File: src/rtl/au_issue_pkg.sv
// rtl/au_issue_pkg.sv - shared types and constants for the arithmetic-unit command issuer
package au_issue_pkg;

    typedef enum logic [2:0] {
        ST_IDLE,
        ST_ISSUE,
        ST_SETTLE,
        ST_WAIT,
        ST_RESP
    } state_t;

    localparam logic [1:0] OP_ADD = 2'b00;
    localparam logic [1:0] OP_SUB = 2'b01;
    localparam logic [1:0] OP_DIV = 2'b10;
    localparam logic [1:0] OP_MUL = 2'b11;

    localparam logic [7:0] DIV_ZERO_RESULT = 8'hFF;

    // One queued operation: 18 bits wide.
    typedef struct packed {
        logic [1:0] op;
        logic [7:0] a;
        logic [7:0] b;
    } cmd_t;

endpackage

File: src/rtl/au_cmd_issuer_if.sv
// rtl/au_cmd_issuer_if.sv - command, response and arithmetic-unit signals of the issuer
// master: front end plus arithmetic unit (drives commands, rsp_ready, au_result/au_done)
// slave : the issuer itself (drives cmd_ready, responses and the au_* controls)
interface au_cmd_issuer_if;
    logic       cmd_valid;
    logic       cmd_ready;
    logic [1:0] cmd_op;
    logic [7:0] cmd_a;
    logic [7:0] cmd_b;
    logic       rsp_valid;
    logic       rsp_ready;
    logic [7:0] rsp_result;
    logic [1:0] rsp_op;
    logic       rsp_err;
    logic [7:0] au_a;
    logic [7:0] au_b;
    logic [1:0] au_op_select;
    logic       au_start;
    logic [7:0] au_result;
    logic       au_done;

    modport master (
        output cmd_valid, cmd_op, cmd_a, cmd_b, rsp_ready, au_result, au_done,
        input  cmd_ready, rsp_valid, rsp_result, rsp_op, rsp_err,
        input  au_a, au_b, au_op_select, au_start
    );

    modport slave (
        input  cmd_valid, cmd_op, cmd_a, cmd_b, rsp_ready, au_result, au_done,
        output cmd_ready, rsp_valid, rsp_result, rsp_op, rsp_err,
        output au_a, au_b, au_op_select, au_start
    );
endinterface

File: src/rtl/au_cmd_fifo.sv
// rtl/au_cmd_fifo.sv - synchronous DEPTH x 18-bit command FIFO with full/empty flags
// Ports: clk, rst (sync active-high), push/wdata, pop/rdata (show-ahead head), full, empty.
module au_cmd_fifo
    import au_issue_pkg::*;
#(
    parameter int DEPTH = 4
) (
    input  logic clk,
    input  logic rst,
    input  logic push,
    input  cmd_t wdata,
    input  logic pop,
    output cmd_t rdata,
    output logic full,
    output logic empty
);
    localparam int AW = $clog2(DEPTH);

    cmd_t          mem [DEPTH];
    // One extra pointer bit distinguishes full from empty when the indices match.
    logic [AW:0]   wr_ptr;
    logic [AW:0]   rd_ptr;

    always_ff @(posedge clk) begin
        if (rst) begin
            wr_ptr <= '0;
            rd_ptr <= '0;
        end else begin
            if (push && !full) begin
                mem[wr_ptr[AW-1:0]] <= wdata;
                wr_ptr              <= wr_ptr + (AW+1)'(1);
            end
            if (pop && !empty) begin
                rd_ptr <= rd_ptr + (AW+1)'(1);
            end
        end
    end

    assign rdata = mem[rd_ptr[AW-1:0]];
    assign empty = (wr_ptr == rd_ptr);
    assign full  = (wr_ptr[AW] != rd_ptr[AW]) && (wr_ptr[AW-1:0] == rd_ptr[AW-1:0]);

endmodule

File: src/rtl/au_cmd_issuer.sv
// rtl/au_cmd_issuer.sv - queues arithmetic-unit commands and issues them one at a time
// Optional feature macro: AU_DIV_ZERO_CHECK_EN (divide by zero answered locally, never issued).
// Ports: clk, rst (sync active-high), bus (au_cmd_issuer_if.slave):
//   cmd_valid/cmd_ready/cmd_op/cmd_a/cmd_b     command port
//   rsp_valid/rsp_ready/rsp_result/rsp_op/rsp_err  response port, in command order
//   au_a/au_b/au_op_select/au_start, au_result/au_done  arithmetic unit side
module au_cmd_issuer
    import au_issue_pkg::*;
#(
    parameter int DEPTH   = 4,
    parameter int SETTLE  = 2,
    parameter int TIMEOUT = 31
) (
    input logic            clk,
    input logic            rst,
    au_cmd_issuer_if.slave bus
);
    localparam int SW = (SETTLE  < 2) ? 1 : $clog2(SETTLE + 1);
    localparam int TW = (TIMEOUT < 2) ? 1 : $clog2(TIMEOUT + 1);

    state_t        state;
    state_t        state_d;
    cmd_t          head;
    cmd_t          cur;
    logic          full;
    logic          empty;
    logic          push;
    logic          pop;
    logic          load_cur;
    logic          cap_done;
    logic          cap_timeout;
    logic          div_zero;
    logic [SW-1:0] settle_cnt;
    logic [TW-1:0] to_cnt;
    logic [7:0]    rsp_result_q;
    logic [1:0]    rsp_op_q;
    logic          rsp_err_q;

    assign push = bus.cmd_valid && !full;

    au_cmd_fifo #(.DEPTH(DEPTH)) u_fifo (
        .clk   (clk),
        .rst   (rst),
        .push  (push),
        .wdata ({bus.cmd_op, bus.cmd_a, bus.cmd_b}),
        .pop   (pop),
        .rdata (head),
        .full  (full),
        .empty (empty)
    );

    always_comb begin
        state_d     = state;
        pop         = 1'b0;
        load_cur    = 1'b0;
        cap_done    = 1'b0;
        cap_timeout = 1'b0;
        div_zero    = 1'b0;
        case (state)
            ST_IDLE: begin
                if (!empty) begin
                    pop      = 1'b1;
                    load_cur = 1'b1;
                    state_d  = ST_ISSUE;
`ifdef AU_DIV_ZERO_CHECK_EN
                    // Answer locally; the au_* operand registers keep their old values.
                    if (head.op == OP_DIV && head.b == 8'd0) begin
                        load_cur = 1'b0;
                        div_zero = 1'b1;
                        state_d  = ST_RESP;
                    end
`endif
                end
            end
            ST_ISSUE:  state_d = ST_SETTLE;
            // au_done is ignored here: it may still be high from the previous operation.
            ST_SETTLE: if (settle_cnt <= SW'(1)) state_d = ST_WAIT;
            ST_WAIT: begin
                if (bus.au_done) begin
                    cap_done = 1'b1;
                    state_d  = ST_RESP;
                end else if ((to_cnt + TW'(1)) == TW'(TIMEOUT)) begin
                    cap_timeout = 1'b1;
                    state_d     = ST_RESP;
                end
            end
            ST_RESP:   if (bus.rsp_ready) state_d = ST_IDLE;
            default:   state_d = ST_IDLE;
        endcase
    end

    always_ff @(posedge clk) begin
        if (rst) begin
            state        <= ST_IDLE;
            cur          <= '0;
            settle_cnt   <= '0;
            to_cnt       <= '0;
            rsp_result_q <= '0;
            rsp_op_q     <= '0;
            rsp_err_q    <= 1'b0;
        end else begin
            state <= state_d;
            if (load_cur) cur <= head;
            if (state == ST_ISSUE) begin
                settle_cnt <= SW'(SETTLE);
                to_cnt     <= '0;
            end
            if (state == ST_SETTLE) settle_cnt <= settle_cnt - SW'(1);
            if (state == ST_WAIT && !bus.au_done) to_cnt <= to_cnt + TW'(1);
            if (cap_done) begin
                rsp_result_q <= bus.au_result;
                rsp_op_q     <= cur.op;
                rsp_err_q    <= 1'b0;
            end
            if (cap_timeout) begin
                rsp_result_q <= 8'd0;
                rsp_op_q     <= cur.op;
                rsp_err_q    <= 1'b1;
            end
            if (div_zero) begin
                rsp_result_q <= DIV_ZERO_RESULT;
                rsp_op_q     <= head.op;
                rsp_err_q    <= 1'b1;
            end
        end
    end

    assign bus.cmd_ready    = !full;
    assign bus.rsp_valid    = (state == ST_RESP);
    assign bus.rsp_result   = rsp_result_q;
    assign bus.rsp_op       = rsp_op_q;
    assign bus.rsp_err      = rsp_err_q;
    assign bus.au_a         = cur.a;
    assign bus.au_b         = cur.b;
    assign bus.au_op_select = cur.op;
    assign bus.au_start     = (state == ST_ISSUE);

endmodule

File: src/flat_wrapper.sv
// flat-port wrapper written by rule: the top's interface ports become plain ports
module au_cmd_issuer_flat import au_issue_pkg::*;
#(
    parameter int DEPTH   = 4,
    parameter int SETTLE  = 2,
    parameter int TIMEOUT = 31
)
  (clk, rst, bus_cmd_valid, bus_cmd_op, bus_cmd_a, bus_cmd_b, bus_rsp_ready, bus_au_result, bus_au_done, bus_cmd_ready, bus_rsp_valid, bus_rsp_result, bus_rsp_op, bus_rsp_err, bus_au_a, bus_au_b, bus_au_op_select, bus_au_start);
  au_cmd_issuer_if bus_i ();
  input logic clk;
  input logic rst;
  input wire logic [$bits(bus_i.cmd_valid)-1:0] bus_cmd_valid;
  input wire logic [$bits(bus_i.cmd_op)-1:0] bus_cmd_op;
  input wire logic [$bits(bus_i.cmd_a)-1:0] bus_cmd_a;
  input wire logic [$bits(bus_i.cmd_b)-1:0] bus_cmd_b;
  input wire logic [$bits(bus_i.rsp_ready)-1:0] bus_rsp_ready;
  input wire logic [$bits(bus_i.au_result)-1:0] bus_au_result;
  input wire logic [$bits(bus_i.au_done)-1:0] bus_au_done;
  output wire logic [$bits(bus_i.cmd_ready)-1:0] bus_cmd_ready;
  output wire logic [$bits(bus_i.rsp_valid)-1:0] bus_rsp_valid;
  output wire logic [$bits(bus_i.rsp_result)-1:0] bus_rsp_result;
  output wire logic [$bits(bus_i.rsp_op)-1:0] bus_rsp_op;
  output wire logic [$bits(bus_i.rsp_err)-1:0] bus_rsp_err;
  output wire logic [$bits(bus_i.au_a)-1:0] bus_au_a;
  output wire logic [$bits(bus_i.au_b)-1:0] bus_au_b;
  output wire logic [$bits(bus_i.au_op_select)-1:0] bus_au_op_select;
  output wire logic [$bits(bus_i.au_start)-1:0] bus_au_start;
  assign bus_i.cmd_valid = bus_cmd_valid;
  assign bus_i.cmd_op = bus_cmd_op;
  assign bus_i.cmd_a = bus_cmd_a;
  assign bus_i.cmd_b = bus_cmd_b;
  assign bus_i.rsp_ready = bus_rsp_ready;
  assign bus_i.au_result = bus_au_result;
  assign bus_i.au_done = bus_au_done;
  assign bus_cmd_ready = bus_i.cmd_ready;
  assign bus_rsp_valid = bus_i.rsp_valid;
  assign bus_rsp_result = bus_i.rsp_result;
  assign bus_rsp_op = bus_i.rsp_op;
  assign bus_rsp_err = bus_i.rsp_err;
  assign bus_au_a = bus_i.au_a;
  assign bus_au_b = bus_i.au_b;
  assign bus_au_op_select = bus_i.au_op_select;
  assign bus_au_start = bus_i.au_start;
  au_cmd_issuer #(.DEPTH(DEPTH), .SETTLE(SETTLE), .TIMEOUT(TIMEOUT)) u_core (.clk(clk), .rst(rst), .bus(bus_i));
endmodule
File: config.mk
export PLATFORM = sky130hd
export DESIGN_NAME = au_cmd_issuer_flat
export DESIGN_NICKNAME = d
export VERILOG_FILES = /design/src/rtl/au_issue_pkg.sv /design/src/rtl/au_cmd_issuer_if.sv /design/src/rtl/au_cmd_fifo.sv /design/src/rtl/au_cmd_issuer.sv /design/src/flat_wrapper.sv
export SDC_FILE = /design/constraint.sdc
export NUM_CORES = 1
export LEC_CHECK = 0
export ABC_CLOCK_PERIOD_IN_PS = 6700
export CAP_MARGIN = 10
export CELL_PAD_IN_SITES_DETAIL_PLACEMENT = 0
export CELL_PAD_IN_SITES_GLOBAL_PLACEMENT = 1
export CORE_ASPECT_RATIO = 0.9
export CORE_MARGIN = 3
export CORE_UTILIZATION = 48
export CTS_BUF_LIST = sky130_fd_sc_hd__clkbuf_16
export DETAILED_ROUTE_END_ITERATION = 16
export PLACE_DENSITY_LB_ADDON = 0.1
export SYNTH_ARGS = -nofsm -noshare
export SYNTH_HDL_FRONTEND = slang
export SYNTH_HIERARCHICAL = 1
export SYNTH_SLANG_ARGS = --single-unit
File: constraint.sdc
create_clock -name clk -period 6.7 [get_ports clk]
set_input_delay 1.34 -clock clk [delete_from_list [all_inputs] [get_ports clk]]
set_output_delay 1.34 -clock clk [all_outputs]
set_load 0.01 [all_outputs]
# Word level (Yosys, flattened, before mapping)
# Memory sizes are Yosys's and may differ from the RTL's. A register that Yosys moved wholly into a read port is not among the register bits.
# Index checks and enable logic that the tools add are counted.
[totals]
in_bits = 31
ram_bits = 72
mem_count = 1
output_inout_bits = 32
regBits = 27
word_cells = 64
[op_classes]
n_lt_le_gt_ge = 1
addsub = 4
reduce_logical = 14
muxes = 24
eq_ne = 12
[mem_list]
columns = ["memory", "words", "width", "rd", "rd_ports_with_merged_regs", "write_ports", "line", "text"]
rows = [
  ["u_core.u_fifo.mem", 4, 18, 1, 1, 1, "au_cmd_fifo.sv:19", "cmd_t mem [DEPTH];"],
]
[ops]
columns = ["cell", "n"]
rows = [
  ["$mux W3", 5],
  ["$pmux W3 S5", 1],
  ["$mux W1", 12],
  ["$mux W5", 2],
  ["$mux W2", 4],
  ["$add A3 B1 Y3 const B", 2],
  ["$eq A3 B2 Y1 const B", 2],
  ["$reduce_bool A2 Y1", 3],
  ["$add A5 B1 Y5 const B", 1],
  ["$eq A5 B5 Y1 const B", 1],
  ["$logic_and A1 B1 Y1", 5],
  ["$ne A2 B2 Y1 const B", 2],
  ["$reduce_and A4 Y1", 1],
  ["$eq A3 B1 Y1 const B", 1],
  ["$eq A3 B3 Y1", 1],
  ["$eq A3 B3 Y1 const B", 1],
  ["$logic_not A1 Y1", 3],
  ["$logic_not A3 Y1", 1],
  ["$ne A3 B2 Y1 const B", 1],
  ["$eq A2 B2 Y1", 1],
  ["$le A2 B1 Y1 const B", 1],
  ["$ne A2 B1 Y1 const B", 1],
  ["$reduce_or A2 Y1", 1],
  ["$sub A2 B1 Y2 const B", 1],
  ["$ne A1 B1 Y1", 1],
]

# Longest topological paths before layout
# Gate-level depths: netlist of run 1.
[logic_depth]
word_depth = 8
depth_mapped = 11
ltp_nobuf = 9

# Hierarchy
# The synthesis of run 1 kept the hierarchy.
[modules_own_cells]
columns = ["module", "instances", "seq_area_each_um2", "area_each_um2", "cells_each"]
rows = [
  ["au_cmd_fifo", 1, 2322.2, 3203.1, 164],
  ["au_cmd_issuer", 1, 780.7, 1716.6, 200],
]

# Worst setup path before layout of run 1
# No wires, ideal clock.
[synth_path]
path_kind = "input -> register"
start = "input port bus_cmd_valid"
end = "memory u_core/u_fifo/mem[3][0] in the netlist's numbering, enable pin"
path_slack_ns = 3.998
cell_stages = 4
arrival_ns = 2.326
n_path_buf = 1
setup_time_ns = 0.376
required_ns = 6.324
path_cell_list = "nor2b_1 clkbuf_1 and2_1 and2_1"
[synth_via]
elab_chain_cells = 5
[synth_rtl]
columns = ["element", "line", "text"]
rows = [
  ["from (decl)", "flat_wrapper.sv:12", "input wire logic [$bits(bus_i.cmd_valid)-1:0] bus_cmd_valid;"],
  ["$logic_and A1 B1 Y1", "au_cmd_issuer.sv:39", "assign push = bus.cmd_valid && !full;"],
  ["$logic_and A1 B1 Y1", "au_cmd_fifo.sv:29", "if (push && !full) begin"],
  ["$mux W1", "au_cmd_fifo.sv:29", ""],
  ["$mux W1", "au_cmd_fifo.sv:25", "if (rst) begin"],
  ["$mux W1 (implied by the code)", "au_cmd_fifo.sv:30", "mem[wr_ptr[AW-1:0]] <= wdata;"],
  ["to (decl)", "au_cmd_fifo.sv:19", ""],
]
# Every way passes these cells.

# Worst setup path in the final report of run 1
[layout_path]
start = "register u_core.u_fifo.wr_ptr[2]"
end = "output port bus_cmd_ready"
[layout_via]
elab_chain_cells = 3
[layout_rtl]
columns = ["element", "line", "text"]
rows = [
  ["from (decl)", "au_cmd_fifo.sv:21", "logic [AW:0] wr_ptr;"],
  ["from (signal assigned)", "au_cmd_fifo.sv:31", "wr_ptr <= wr_ptr + (AW+1)'(1);"],
  ["$ne A1 B1 Y1", "au_cmd_fifo.sv:41", "assign full = (wr_ptr[AW] != rd_ptr[AW]) && (wr_ptr[AW-1:0] == rd_ptr[AW-1:0]);"],
  ["$logic_and A1 B1 Y1", "au_cmd_fifo.sv:41", ""],
  ["net u_core.full", "au_cmd_issuer.sv:25", "logic full;"],
  ["$logic_not A1 Y1", "au_cmd_issuer.sv:128", "assign bus.cmd_ready = !full;"],
  ["to (decl)", "flat_wrapper.sv:19", "output wire logic [$bits(bus_i.cmd_ready)-1:0] bus_cmd_ready;"],
]
# The timed path passes the listed nets, and every way through them passes these cells.

==> results.yml, run 1 <==
outcome:
  outcome: "complete, no violations"
floorplan:
  core_sq_um: 9830
  ios: 63
  rows: 34
  start_util_pct: 50.1
  dieArea_sq_um: 11500
  die_x_um: 113
  die-height_um: 102
drt:
  ant_nets: 0
  drt-pass1-iter-count: 4
  viasPerCell: 5.50
  drt_iter0_drc: 196
  wl_mm: 9.74
  wl_per_cell_um: 17.2
  route.detailed.drc: 0
  vias: 3117
setup_path:
  critPathKind: "flip-flop to output port"
  ff2ff_path_depth: 9
  crit_end: "bus_cmd_ready"
  crit_path_start_kind: "flip-flop"
  critPathRequiredTime_ns: 5.36
  cp_data_arrival_time_ns: 2.07
  worst-path-max-fanout: 8
  end_kind: "output port"
  crit_start: "u_core/u_fifo/wr_ptr[2]"
  r2r-start: "u_core/u_fifo/rd_ptr[0]"
  regToRegSetupSlack_ns: 3.73
sta:
  slew_headroom_pct: 36.8
  fmax_mhz: 293
  worstMarginPinSlew_ns: 0.948
  hold_ws_ns: 0.454
  finClkSkew_ns: 0.0110
  final.min_clock_period_ns: 3.41
  rsz0062_at_grt: "no"
  setup_violations: 0
  min_period_over_period_pct: 50.9
  drv_slew: 0
  tns_ns: 0
  hold_viol: 0
global_routing:
  grtUsageTotal_pct: 18.3
  grt_start_max_net_pins: 50
  grt_pass1_vias: 3165
  antenna_found_initial: 0
  grt_pass1_wl_mm: 16.3
  grt_remaining_overflow: 0
layout:
  multi_input_area_sq_um: 1680
  nFillCells: 820
  layout-drive-gt1-share_pct: 13.8
  seq_area_sq_um: 3100
  syn2layout_area_growth_pct: 24.8
  antennaDiodeCount: 0
  finalNetCount: 467
cts:
  cts_hold_buffers: 0
  cts-root-buf: "clkbuf_16"
  htree_levels: 4
  cts_setup_buffers: 0
  clock_latency_ns: 0.40
  tritoncts: "yes"
  clk_pin_slew_ns: 0.05
  cts_made_buffers: 17
  cts_sinks: 119
  clockBufferDepth: 2
  cts_resized: 0
placed_design:
  io_buffers: 62
  hpwl_mm: 6.01
  routabilityCongestion: 0.755
yosys:
  synth_area_leaders: "edfxtp_1 44%, dfxtp_1 19%, mux4_2 8.2%"
  synth_edf_count: 72
  synth_top_area_share_pct: 43.9
  netlist-cell-type-count: 56
  synthesis.nets: 403
  netlist_instances: 364
  synth_largest_area_cell: "edfxtp_1"
  ys_ff_latch: 119
  ys.flop_type: "edfxtp_1"
  ys_seq_area_share_pct: 63.1
  yosys_warnings: 6
  syn_avg_cell_area_sq_um: 13.5
  synth_area_sq_um: 4920
  ys_async_sr_fraction_pct: 0
flow_run:
  max_cap_violations: 0
hold_path:
  hold_path.class: "flip-flop to flip-flop"
  hold_path_depth: 2
power_and_ir_drop:
  cellLeakagePower_uw: 0.00212
  p_per_area_nw_per_um2: 411
  vdd_drop_max_mv: 0.241
per-stage QoR:
stage               power, uW  cells  area [sq um]  util (%)  setup slack, ns
finish                   2520    567          6140      62.5             3.29
global route             2670    567          6140      62.5             3.18
CTS                      2560    567          6140      62.5             3.26
detailed placement       1750    535          5610      57.1             3.01
global placement         1740    535          5610      57.1             3.07
floorplan                1470    364          4920         -             4.00
power breakdown:
part / switching (uW) / leakage [uW] / total [uW] / internal [uW]
clock network: 320 / 0.000249 / 790 / 470
logic: 403 / 0.000833 / 726 / 323
registers: 98.9 / 0.00104 / 1000 / 905
metal layers:
| layer | global-route usage [%] | part of all wire (%) |
|---|---|---|
| met1 | 23.5 | 44 |
| met2 | 29.9 | 50 |
| met3 | 4.50 | 5.4 |
| met4 | 8.04 | 0.69 |
| met5 | 0 | 0 |
synthesized netlist by cell type (all sizes together) (3+ instances only):
master  instances
edfxtp         72
ha              8
nand3           5
dfxtp          47
buf            11
and3            4
nor3b           7
nor3            9
xor2            4
a31oi           3
inv            13
nand3b          3
nand2          50
o211ai          5
a21oi          29
mux2i          11
mux4           18
nor2           11
and2            3
clkbuf          7
xnor2           3
o21ai           9
or3             3
area by class of cell:
cell class / count / area share [%]
flip-flops and latches: 119 / 50.6
clock inverters: 15 / 1.69
clock buffers: 17 / 6.93
inverters: 13 / 0.795
multi-input cells: 214 / 27.3
well taps: 126 / 2.57
repair buffers: 63 / 10.2
registers in the layout, indices dropped and copies added, names as in the netlist, named ones only:
| register | flops |
|---|---|
| u_core/u_fifo/rd_ptr | 3 |
| u_core/bus.rsp_op | 2 |
| u_core/state | 3 |
| u_core/bus.au_op_select | 2 |
| u_core/bus.au_a | 8 |
| u_core/bus.rsp_result | 8 |
| u_core/u_fifo/mem | 72 |
| u_core/u_fifo/wr_ptr | 3 |
| u_core/to_cnt | 5 |
| u_core/bus.au_b | 8 |
| u_core/settle_cnt | 2 |
| u_core/bus.rsp_err | 1 |
layout by cell type (no fill, tap or decap), types with 3 or more instances in the layout:
cell type        netlist  routed
clkdlybuf4s50_1        0      61
a21oi_1               27      27
inv_6                  0       3
edfxtp_1              72      72
or3_1                  3       3
nand2_1               49      49
clkbuf_16              0      17
nor2_1                11      11
o21ai_0                4       4
inv_1                 12      12
clkinv_1               0       3
ha_1                   8       8
mux2i_1               11      11
clkinv_4               0       3
and2_1                 3       3
xor2_1                 4       4
nand3b_1               3       3
o21ai_1                5       5
nor3_1                 9       9
a31oi_1                3       3
mux4_2                18      18
clkinvlp_4             0       4
o211ai_1               4       4
dfxtp_1               47      47
nor3b_1                7       7
and3_1                 4       4
nand3_1                5       5
cells by family (layout without fill, tap and decap cells):
group                    after synthesis  after routing  share of synthesized area (%)
XOR/XNOR                               7              7                           1.55
multiplexers                          29             29                           10.5
AND/OR/NAND/NOR                      107            107                           11.2
adder cells (fa/ha/maj)                8              8                           2.03
flip-flops                           119            119                           63.1
AO/OA/AOI/OAI                         63             63                           8.77
buffers and inverters                 31            108                           2.85
worst min-delay path by stage:
| stage | start | end | slack (ns) |
|---|---|---|---|
| 6_report | u_core/bus.au_b[6] | u_core/bus.au_b[6] | 0.45 |
| 5_1_grt | u_core/bus.au_a[2] | u_core/bus.au_a[2] | 0.47 |
| 4_1_cts | u_core/bus.au_a[0] | u_core/bus.au_a[0] | 0.46 |
| 3_5_place_dp | u_core/bus.au_a[0] | u_core/bus.au_a[0] | 0.45 |
| 3_3_place_gp | u_core/bus.au_a[3] | u_core/bus.au_a[3] | 0.44 |
| 2_1_floorplan | u_core/to_cnt[4] | u_core/to_cnt[4] | 0.46 |
worst max-delay path, stage by stage, from the launching register on:
cell and delay (ns):
dfxtp_1 0.36, xnor2_1 0.60, nor2_1 0.12, inv_1 0.08, clkdlybuf4s50_1 0.53
No activity file was read; power rests on OpenSTA's default activity.
==> run 2: changes to the inputs <==
--- a/config.mk
+++ b/config.mk
@@ -5,13 +5,13 @@
 export SDC_FILE = /design/constraint.sdc
 export NUM_CORES = 1
 export LEC_CHECK = 0
-export ABC_CLOCK_PERIOD_IN_PS = 6700
+export ABC_CLOCK_PERIOD_IN_PS = 2900
 export CAP_MARGIN = 10
 export CELL_PAD_IN_SITES_DETAIL_PLACEMENT = 0
 export CELL_PAD_IN_SITES_GLOBAL_PLACEMENT = 1
 export CORE_ASPECT_RATIO = 0.9
 export CORE_MARGIN = 3
-export CORE_UTILIZATION = 48
+export CORE_UTILIZATION = 41
 export CTS_BUF_LIST = sky130_fd_sc_hd__clkbuf_16
 export DETAILED_ROUTE_END_ITERATION = 16
 export PLACE_DENSITY_LB_ADDON = 0.1
==> constraint.sdc (replaced) <==
create_clock -name clk -period 2.9 [get_ports clk]
set_input_delay 0.58 -clock clk [delete_from_list [all_inputs] [get_ports clk]]
set_output_delay 0.58 -clock clk [all_outputs]
set_load 0.01 [all_outputs]
==> results.yml, run 2 (same netlist as run 1, synthesis figures left out) <==
drt:
  vias: 3100
  drt-pass1-iter-count: 4
  route.detailed.drc: 0
  ant_nets: 0
  wl_mm: 9.98
  drt_iter0_drc: 183
  viasPerCell: 5.12
  wl_per_cell_um: 16.5
global_routing:
  grtUsageTotal_pct: 16.5
  grt_pass1_wl_mm: 16.4
  antenna_found_initial: 0
  grt_pass1_vias: 3148
  grt_remaining_overflow: 0
  grt_start_max_net_pins: 33
floorplan:
  start_util_pct: 42.5
  ios: 63
  die-height_um: 110
  dieArea_sq_um: 13400
  die_x_um: 121
  rows: 37
  core_sq_um: 11600
sta:
  hold_viol: 0
  tns_ns: 0
  fmax_mhz: 382
  worstMarginPinSlew_ns: 0.839
  drv_slew: 0
  min_period_over_period_pct: 90.3
  rsz0062_at_grt: "no"
  final.min_clock_period_ns: 2.62
  slew_headroom_pct: 44.0
  finClkSkew_ns: 0.00707
  setup_violations: 0
power_and_ir_drop:
  switching_share_pct: 31.2
  intPower_uw: 4110
  comb_power_share_pct: 28.4
  p_sw_uw: 1860
  p_seq_share_pct: 38.8
  p_clk_share_pct: 32.7
  vdd_drop_max_mv: 0.558
  p_per_area_nw_per_um2: 953
  cellLeakagePower_uw: 0.00218
cts:
  clock_latency_ns: 0.41
  cts_hold_buffers: 0
  cts_resized: 0
  cts_made_buffers: 17
  clockBufferDepth: 2
  cts_setup_buffers: 0
  htree_levels: 4
  clk_pin_slew_ns: 0.05
  tritoncts: "yes"
  cts-root-buf: "clkbuf_16"
  cts_sinks: 119
outcome:
  outcome: "complete, no violations"
placed_design:
  routabilityCongestion: 0.782
  hpwl_mm: 6.38
  placed_cells: 573
  io_buffers: 62
  place_area_sq_um: 5710
layout:
  final_cell_count_no_fill: 605
  final_cell_mix: "72 x edfxtp_1, 61 x clkdlybuf4s50_1, 49 x nand2_1"
  antennaDiodeCount: 0
  finalNetCount: 475
  largest_reg_flops: 72
  nFillCells: 990
  syn2layout_area_growth_pct: 27.5
  postLayoutCellArea_sq_um: 6270
  layout-drive-gt1-share_pct: 15.1
  final_common_cell: "edfxtp_1"
  post-route-util_pct: 54.2
setup_path:
  crit_slowest_cell: "clkdlybuf4s50_1"
  slowest_delay_ns: 0.63
  ff2ff_path_depth: 9
  crit_chain: "nor3b_1 -> clkdlybuf4s50_1"
  cp_data_arrival_time_ns: 2.04
  crit_path_start_kind: "flip-flop"
  worst-path-max-fanout: 9
  critPathRequiredTime_ns: 2.32
  end_kind: "output port"
  critPathKind: "flip-flop to output port"
  regToRegSetupSlack_ns: 0.70
  r2r-start: "u_core/u_fifo/wr_ptr[1]"
  crit_start: "u_core/state[0]"
hold_path:
  hold_path_depth: 2
  hold_path.class: "flip-flop to flip-flop"
  min_to: "u_core/bus.au_b[0]"
  min_from: "u_core/bus.au_b[0]"
flow_run:
  max_cap_violations: 0
## run 2: cell count changes in the layout (fill, tap and decap cells not counted), sizes merged
cell,change
bufinv,+2
clkinvlp,-1
buf,+8
inv,-2
clkinv,+1
## run 2: metal layers
metal / share of wire, % / track usage, %
met1: 46 / 20.8
met2: 48 / 26.5
met3: 4.9 / 4.99
met4: 0.98 / 7.44
met5: 0 / 0
## run 2: power groups by stage
stage                     combinational (uW)  clock, uW  sequential [uW]
after global placement                  1740          0             2350
final                                   1700       1960             2320
after global routing                    1900       2100             2360
after CTS                               1730       2010             2320
after floorplan                         1090          0             2300
after detailed placement                1720          0             2360
## run 2: area by class of cell
cell class | count | area [sq um] | share of cell area (%)
multi-input cells | 214 | 1680 | 26.7
clock buffers | 17 | 425 | 6.78
repair buffers | 71 | 683 | 10.9
well taps | 156 | 195 | 3.11
clock inverters | 15 | 139 | 2.21
inverters | 13 | 48.8 | 0.778
flip-flops and latches | 119 | 3100 | 49.5
## run 2: worst max path at each step
stage | end | depth (start not counted)
after detailed placement | u_core/u_fifo/mem[3][11] | 5
final | bus_au_start | 2
after global placement | u_core/u_fifo/mem[3][9] | 5
after global routing | bus_au_start | 2
after CTS | bus_au_start | 2
after floorplan | u_core/u_fifo/mem[3][0] | 6
## run 2: through the flow
stage | hold slack, ns | total power [uW] | worst slack [ns]
finish | 0.452 | 5980 | 0.282
global route | 0.475 | 6360 | 0.159
CTS | 0.456 | 6070 | 0.278
detailed placement | 0.448 | 4080 | 0.604
global placement | 0.445 | 4080 | 0.621
floorplan | 0.464 | 3390 | 0.716
## run 2: worst max-delay path, delay by kind of cell (launching register included)
family,cells,cell delay (ns)
buffers and inverters,1,0.63
DFF,1,0.53
and+or+nand+nor,1,0.47
==> run 3: changes to the inputs <==
--- a/config.mk
+++ b/config.mk
@@ -5,7 +5,7 @@
 export SDC_FILE = /design/constraint.sdc
 export NUM_CORES = 1
 export LEC_CHECK = 0
-export ABC_CLOCK_PERIOD_IN_PS = 2900
+export ABC_CLOCK_PERIOD_IN_PS = 2400
 export CAP_MARGIN = 10
 export CELL_PAD_IN_SITES_DETAIL_PLACEMENT = 0
 export CELL_PAD_IN_SITES_GLOBAL_PLACEMENT = 1
==> constraint.sdc (replaced) <==
create_clock -name clk -period 2.4 [get_ports clk]
set_input_delay 0.48 -clock clk [delete_from_list [all_inputs] [get_ports clk]]
set_output_delay 0.48 -clock clk [all_outputs]
set_load 0.01 [all_outputs]
==> results.yml, run 3 (same netlist as run 1, synthesis figures left out) <==
setup_path:
  cp_data_arrival_time_ns: 1.78
  end_kind: "output port"
  path_depth: 5
  worst-path-max-fanout: 7
  crit_chain: "xnor2_4 -> nand2_2 -> nor2_4 -> inv_1 -> clkdlybuf4s50_1"
  slowest_delay_ns: 0.46
  crit_slowest_cell: "clkdlybuf4s50_1"
  path_buf_inv: 2
  critPathRequiredTime_ns: 1.92
  r2r_end: "u_core/u_fifo/mem[0][4]"
  critPathKind: "flip-flop to output port"
  crit_family: "buffers and inverters"
  regToRegSetupSlack_ns: 0.55
  crit_path_start_kind: "flip-flop"
  crit_end: "bus_cmd_ready"
  ff2ff_path_depth: 7
  crit_start: "u_core/u_fifo/rd_ptr[1]"
  r2r-start: "u_core/u_fifo/rd_ptr[1]"
drt:
  viasPerCell: 5.11
  wl_mm: 10.0
  ant_nets: 0
  vias: 3123
  drt-pass1-iter-count: 4
  route.detailed.drc: 0
  wl_per_cell_um: 16.4
  drt_iter0_drc: 198
sta:
  hold_ws_ns: 0.451
  slew_headroom_pct: 62.5
  hold_viol: 0
  drv_slew: 0
  fmax_mhz: 443
  finClkSkew_ns: 0.00985
  final.min_clock_period_ns: 2.26
  tns_ns: 0
  min_period_over_period_pct: 94.2
  worstMarginPinSlew_ns: 0.563
  setup_violations: 0
  rsz0062_at_grt: "no"
power_and_ir_drop:
  p_clk_share_pct: 32.3
  p_seq_share_pct: 37.1
  intPower_uw: 5100
  comb_power_share_pct: 30.6
  switching_share_pct: 31.2
  vdd_drop_max_mv: 0.648
  cellLeakagePower_uw: 0.00225
  p_sw_uw: 2320
  fin_total_pwr_uw: 7420
  p_per_area_nw_per_um2: 1160
cts:
  cts-root-buf: "clkbuf_16"
  tritoncts: "yes"
  clk_pin_slew_ns: 0.06
  cts_sinks: 119
  cts_made_buffers: 17
  clock_latency_ns: 0.41
  cts_hold_buffers: 0
  htree_levels: 4
  clockBufferDepth: 2
flow_run:
  max_cap_violations: 0
placed_design:
  io_buffers: 62
  routabilityCongestion: 0.779
  hpwl_mm: 6.41
floorplan:
  rows: 37
  die-height_um: 110
  die_x_um: 121
  core_sq_um: 11600
  start_util_pct: 42.5
  ios: 63
  dieArea_sq_um: 13400
global_routing:
  grt_pass1_wl_mm: 16.6
  antenna_found_initial: 0
  grtUsageTotal_pct: 16.7
  grt_remaining_overflow: 0
  grt_start_max_net_pins: 49
  grt_pass1_vias: 3127
layout:
  syn2layout_area_growth_pct: 30.4
  post-route-util_pct: 55.4
  antennaDiodeCount: 0
  largest_reg_flops: 72
  final_cell_mix: "72 x edfxtp_1, 61 x clkdlybuf4s50_1, 49 x nand2_1"
  nFillCells: 988
  layout-drive-gt1-share_pct: 18.2
  finalNetCount: 481
  final_common_cell: "edfxtp_1"
hold_path:
  hold_path.class: "flip-flop to flip-flop"
outcome:
  outcome: "complete, no violations"
-- run 3: how the worst min path moves through the flow --
stage                  startpoint                  to  slack [ns]  cells after the start
6_report       u_core/bus.au_a[0]  u_core/bus.au_a[0]        0.45                      2
5_1_grt        u_core/bus.au_a[3]  u_core/bus.au_a[3]        0.47                      2
4_1_cts        u_core/bus.au_a[2]  u_core/bus.au_a[2]        0.45                      2
3_5_place_dp   u_core/bus.au_a[2]  u_core/bus.au_a[2]        0.45                      2
3_3_place_gp   u_core/bus.au_b[6]  u_core/bus.au_b[6]        0.44                      2
2_1_floorplan    u_core/to_cnt[4]    u_core/to_cnt[4]        0.46                      2
-- run 3: power groups by stage --
stage / registers, uW / logic [uW] / clock network [uW]
detailed placement: 2780 / 2270 / 0
finish: 2750 / 2270 / 2400
global placement: 2770 / 2240 / 0
CTS: 2750 / 2300 / 2460
floorplan: 2780 / 1320 / 0
global route: 2790 / 2540 / 2550
-- run 3: stage by stage --
stage	area (sq um)	instances	setup WS, ns
floorplan	4920	364	0.216
detailed placement	5790	578	0.343
CTS	6390	611	0.00553
global placement	5790	578	0.367
global route	6410	611	0.0144
finish	6410	611	0.140
-- run 3: layout make-up --
class,instances,area [sq um],share of cell area (%)
Clock buffer,19,475,7.41
Clock inverter,13,104,1.62
Inverter,13,48.8,0.761
Multi-Input combinational cell,214,1700,26.5
Sequential cell,119,3110,48.5
Tap cell,156,195,3.04
Timing Repair Buffer,77,778,12.1
-- run 3: metal layers --
metal | wire, um | global-route usage, % | part of all wire [%]
met3 | 449 | 5.40 | 4.5
met1 | 4790 | 22.0 | 48
met2 | 4690 | 25.9 | 47
met5 | 0 | 0 | 0
met4 | 97 | 6.48 | 0.97
-- run 3: timing repair --
action | in CTS | in global routing
setup endpoints to repair | 2 | 3
endpoints found under the hold margin | 0 | 0
resized for setup | 2 | 9
pin swaps | 1 | 0
setup buffers | 1 | 0
-- run 3: worst reg2reg max path: stages, from the launching register on --
cell     delay, ns
dfxtp_4       0.38
xnor2_4       0.15
nand2_2       0.18
nor2_4        0.06
nor2b_1       0.19
buf_4         0.19
and3_1        0.21
buf_12        0.18
